`src/rtl/bp_cce_resource_arbiter.sv`:
```
// bp_cce_resource_arbiter
//
// N-way arbiter in front of a shared CCE resource (directory, pending bits,
// speculative bits). Each cycle one requester is chosen under round-robin
// (rr_p=1) or fixed priority (rr_p=0, requester 0 highest). The winner's
// payload is captured into a one-entry output register that is drained with
// a valid/yumi handshake. A requester may lock the grant across several
// transfers for multi-beat operations.
//
// Ports
//   clk_i        clock, rising edge
//   reset_i      asynchronous, active-high reset
//   req_v_i      per-requester valid
//   req_lock_i   per-requester lock request, sampled on transfer
//   req_data_i   packed payloads, requester i at [i*data_width_p +: data_width_p]
//   req_ready_o  one-hot-or-zero grant; transfer = req_v_i[i] & req_ready_o[i]
//   v_o          output register holds a request
//   data_o       registered payload
//   id_o         index of the requester that owns data_o
//   yumi_i       consumer dequeues the output this cycle (only while v_o=1)
module bp_cce_resource_arbiter #(
  parameter int num_req_p    = 2,
  parameter int data_width_p = 64,
  parameter bit rr_p         = 1'b1,
  parameter int id_width_p   = (num_req_p > 1) ? $clog2(num_req_p) : 1
) (
  input  logic                              clk_i,
  input  logic                              reset_i,
  input  logic [num_req_p-1:0]              req_v_i,
  input  logic [num_req_p-1:0]              req_lock_i,
  input  logic [num_req_p*data_width_p-1:0] req_data_i,
  output logic [num_req_p-1:0]              req_ready_o,
  output logic                              v_o,
  output logic [data_width_p-1:0]           data_o,
  output logic [id_width_p-1:0]             id_o,
  input  logic                              yumi_i
);

  logic [id_width_p-1:0]   ptr;
  logic                    locked;
  logic [id_width_p-1:0]   lock_id;

  logic                    accept;
  logic                    grant_v;
  logic [id_width_p-1:0]   grant_id;
  logic [id_width_p-1:0]   scan_id;
  logic [data_width_p-1:0] grant_data;
  logic [id_width_p-1:0]   next_ptr;
  logic                    xfer;
  logic                    grant_lock;

  // The output slot can take a new request when empty or being drained now.
  assign accept = ~v_o | yumi_i;

  // ---- Stage 0: combinational grant selection ----
  always_comb begin
    grant_v  = 1'b0;
    grant_id = '0;
    scan_id  = '0;
    if (locked) begin
      // Only the lock owner may be granted; if it drops valid, everyone stalls.
      grant_v  = req_v_i[lock_id];
      grant_id = lock_id;
    end else if (rr_p) begin
      // Scan upward from ptr with wrap; first valid requester wins.
      for (int k = 0; k < num_req_p; k++) begin
        scan_id = id_width_p'((int'(ptr) + k) % num_req_p);
        if (!grant_v && req_v_i[scan_id]) begin
          grant_v  = 1'b1;
          grant_id = scan_id;
        end
      end
    end else begin
      // Descending scan so the lowest valid index is the last to assign.
      for (int k = num_req_p - 1; k >= 0; k--) begin
        if (req_v_i[k]) begin
          grant_v  = 1'b1;
          grant_id = id_width_p'(k);
        end
      end
    end
  end

  // Payload mux is only used by the register; no combinational path to outputs.
  always_comb begin
    grant_data = '0;
    grant_lock = 1'b0;
    for (int k = 0; k < num_req_p; k++) begin
      if (grant_id == id_width_p'(k)) begin
        grant_data = req_data_i[k*data_width_p +: data_width_p];
        grant_lock = req_lock_i[k];
      end
    end
  end

  assign next_ptr = (int'(grant_id) == num_req_p - 1) ? '0 : grant_id + 1'b1;
  assign xfer     = accept & grant_v & ~reset_i;

  always_comb begin
    req_ready_o = '0;
    if (xfer) req_ready_o[grant_id] = 1'b1;
  end

  // ---- Stage 1: output register and arbitration state ----
  always_ff @(posedge clk_i or posedge reset_i) begin
    if (reset_i) begin
      v_o     <= 1'b0;
      data_o  <= '0;
      id_o    <= '0;
      ptr     <= '0;
      locked  <= 1'b0;
      lock_id <= '0;
    end else begin
      if (xfer) begin
        v_o    <= 1'b1;
        data_o <= grant_data;
        id_o   <= grant_id;
        // A transfer with lock=0 both releases an active lock and lets the
        // round-robin pointer move past the winner.
        locked <= grant_lock;
        if (grant_lock) lock_id <= grant_id;
        if (rr_p && !grant_lock) ptr <= next_ptr;
      end else if (yumi_i) begin
        v_o <= 1'b0;
      end
    end
  end

endmodule
```
`config.mk`:
```
export PLATFORM = sky130hd
export DESIGN_NAME = bp_cce_resource_arbiter
export DESIGN_NICKNAME = d
export VERILOG_FILES = /design/src/rtl/bp_cce_resource_arbiter.sv
export SDC_FILE = /design/constraint.sdc
export NUM_CORES = 1
export LEC_CHECK = 0
export CAP_MARGIN = 15
export CORE_MARGIN = 8
export CORE_UTILIZATION = 40
export DETAILED_ROUTE_END_ITERATION = 12
export MAX_ROUTING_LAYER = met4
export PLACE_DENSITY = 0.86
export SLEW_MARGIN = 40
export SYNTH_ARGS = -nofsm -noshare
export SYNTH_HDL_FRONTEND = slang
export SYNTH_SLANG_ARGS = --single-unit
```
`constraint.sdc`:
```
create_clock -name clk_i -period 11.7 [get_ports clk_i]
set_clock_uncertainty 0.1 [all_clocks]
set_input_delay 2.925 -clock clk_i [delete_from_list [all_inputs] [get_ports clk_i]]
set_output_delay 2.925 -clock clk_i [all_outputs]
set_load 0.02 [all_outputs]
```
==> results.sh <==
export IMPL_outcome="completed"
export IMPL_start_util=0.405
export IMPL_port_buffers=202
export IMPL_clockRootBuffer="clkbuf_8"
export IMPL_power_density_nw_per_um2=250
export IMPL_antenna_cells=0
export IMPL_critPathKind="input pin to output pin"
export IMPL_p_sw_frac=0.399
export IMPL_cap_violations=0
export IMPL_ctsResizeCount=0
export IMPL_yosys_warnings=0
export IMPL_grt_pass1_vias=3138
export IMPL_tritoncts="done"
export IMPL_overflow=0
export IMPL_p_sw_uw=552
export IMPL_grt_pass1_wl_um=15700
export IMPL_setup_viol=0
export IMPL_final_nets=639
export IMPL_core_um2=8090
export IMPL_die_w_um=107
export IMPL_pre_cts_slack_ns=3.60
export IMPL_setup_ws_ns=3.66
export IMPL_drtIter0Drc=87
export IMPL_cts_buffers=9
export IMPL_dpl_instance_area_um2=5340
export IMPL_insertion_delay_ns=0.32
export IMPL_gr_usage_all_layers=0.177
export IMPL_clk_pin_slew_ns=0.07
export IMPL_antenna_found_initial=0
export IMPL_ys_ff_latch=69
export IMPL_grt_setup_unrepaired="false"
export IMPL_grt_max_degree=87
export IMPL_cts_hold_buf=0
export IMPL_n_fill_cell=656
export IMPL_final_area_um2=5530
export IMPL_arrival_ns=5.01
export IMPL_synth_area_um2=3280
export IMPL_ant_nets=0
export IMPL_power_uw=1380
export IMPL_hold_viol_final=0
export IMPL_wirelength_um=9830
export IMPL_cts_sinks=69
export IMPL_io_pins=203
export IMPL_p_leak_uw=0.00242
export IMPL_die_height_um=107
export IMPL_worstMarginPinSlew_ns=0.801
export IMPL_ys_types=20
export IMPL_gp_congestion=0.781
export IMPL_p_int_uw=832
export IMPL_fin_cells=614
export IMPL_critPathLaunchType="input pin"
export IMPL_p_seq_frac=0.303
export IMPL_synth_nets=445
export IMPL_dp_hpwl_um=7880
export IMPL_htreeDepth=3
export IMPL_wl_per_cell_um=16.0
export IMPL_fmax_mhz=124
export IMPL_min_period_over_period=0.687
export IMPL_endpoint_kind="output pin"
export IMPL_finalSetupTns_ns=0
export IMPL_crit_fanout=71
export IMPL_final_layout_size_suffix_gt1_frac=0.0668
export IMPL_comb_power_share=0.565
export IMPL_relSlewSlack=0.466
export IMPL_hold_path_class="flip-flop to flip-flop"
export IMPL_placed_cells=598
export IMPL_p_clk_frac=0.132
export IMPL_die_area_um2=11400
export IMPL_clockBufferDepth=2
export IMPL_critPathRequiredTime_ns=8.68
export IMPL_avgSynthCellArea_um2=10.6
export IMPL_drc_errors=0
export IMPL_layout_min_cycle_time_ns=8.04
export IMPL_vias=2923
export IMPL_via_per_inst=4.76
export IMPL_area_delta_synth_final_pct=68.7
export IMPL_vdd_drop_max_mv=0.178
export IMPL_ys_seq_area_frac=0.526
export IMPL_maxSlewViolCount=0
export IMPL_firstDrtPassIters=4
export IMPL_synth_cells=310
export IMPL_rows=33
export IMPL_cts_setup_buffers=0
==> power groups by stage <==
stage	clock, µW	sequential [µW]	combinational [µW]
6_report	182	420	783
2_1_floorplan	0	561	308
4_1_cts	190	421	797
5_1_grt	199	436	841
3_5_place_dp	0	425	796
3_3_place_gp	0	417	783
==> area by class of cell <==
type | instances | area [µm²] | share of cell area
Timing Repair Buffer | 206 | 2060 | 0.372
Sequential cell | 69 | 1730 | 0.312
Multi-Input combinational cell | 215 | 1410 | 0.256
Tap cell | 105 | 131 | 0.0237
Clock buffer | 9 | 124 | 0.0224
Clock inverter | 7 | 66.3 | 0.0120
Inverter | 3 | 11.3 | 0.00204
==> worst paths after layout <==
path	from	to	slack, ns	depth (start not counted)
max	reset_i	req_ready_o[0]	3.66	6
min	data_o[58]$_DFFE_PP0P_	data_o[58]$_DFFE_PP0P_	0.38	2
max reg2reg	lock_id$_DFFE_PP0P_	ptr$_DFFE_PP0P_	8.90	6
min reg2reg	data_o[58]$_DFFE_PP0P_	data_o[58]$_DFFE_PP0P_	0.38	2
max in group asynchronous	reset_i	data_o[19]$_DFFE_PP0P_	8.07	3
min in group asynchronous	reset_i	data_o[1]$_DFFE_PP0P_	2.97	3
==> worst max-delay path, stage by stage <==
cell             delay [ns]
clkdlybuf4s50_1        0.41
inv_2                  0.06
buf_6                  0.48
o2111ai_4              0.26
nor2_1                 0.21
clkdlybuf4s50_1        0.64
==> flip-flops by register name, indices dropped and copies added (netlist names) <==
name	count
data_o	64
id_o	1
lock_id	1
locked	1
ptr	1
v_o	1
==> cell usage after synthesis <==
cell | instances | area (µm²)
clkbuf_2 | 5 | 25.0
mux2i_1 | 65 | 651
o2bb2a_4 | 1 | 20.0
or3b_1 | 1 | 8.76
nand2b_1 | 2 | 12.5
o21ai_2 | 10 | 87.6
clkbuf_1 | 1 | 3.75
a21oi_1 | 1 | 5.00
o21ai_1 | 45 | 225
a21boi_0 | 1 | 7.51
buf_6 | 6 | 67.6
nor2_1 | 2 | 7.51
o21ai_0 | 13 | 65.1
dfrtp_1 | 69 | 1730
o211ai_1 | 2 | 15.0
inv_1 | 3 | 11.3
buf_2 | 11 | 55.1
nor2b_1 | 2 | 12.5
nand2_1 | 69 | 259
o2111ai_2 | 1 | 15.0
==> cells in the final DEF, fill, tap and decap left out <==
cell type	instances
clkdlybuf4s50_1	202
nand2_1	69
dfrtp_1	69
mux2i_1	65
o21ai_1	44
o21ai_0	13
o21ai_2	10
clkbuf_8	9
clkinv_2	4
nand2b_1	2
nor2b_1	2
nor2_1	2
inv_1	2
o211ai_1	2
buf_6	2
buf_4	2
a21boi_0	1
or3b_1	1
inv_2	1
o2111ai_4	1
o21ai_4	1
o2bb2a_4	1
a21oi_1	1
bufinv_16	1
clkinv_4	1
clkinvlp_4	1
==> metal layers <==
| layer | up-vias | GRT usage | wire, µm |
|---|---|---|---|
| met5 | - | - | 0 |
| met4 | 0 | 0.0573 | 132 |
| met2 | 122 | 0.299 | 4930 |
| met1 | 1340 | 0.193 | 3960 |
| met3 | 10 | 0.0587 | 804 |
| li1 | 1451 | - | - |
==> per-stage QoR <==
| step | hold slack, ns | utilization |
|---|---|---|
| 6_report | 0.379 | 0.684 |
| 2_1_floorplan | 0.394 | - |
| 3_3_place_gp | 0.360 | 0.659 |
| 3_5_place_dp | 0.366 | 0.660 |
| 5_1_grt | 0.410 | 0.684 |
| 4_1_cts | 0.382 | 0.684 |
==> logic make-up after synthesis <==
group	Yosys count	synth area share
buffers and inverters	26	0.0496
DFF	69	0.526
and+or+nand+nor	76	0.0915
AOI/OAI and AO/OA	74	0.134
muxes	65	0.198
(Power assumes the default switching activity.)
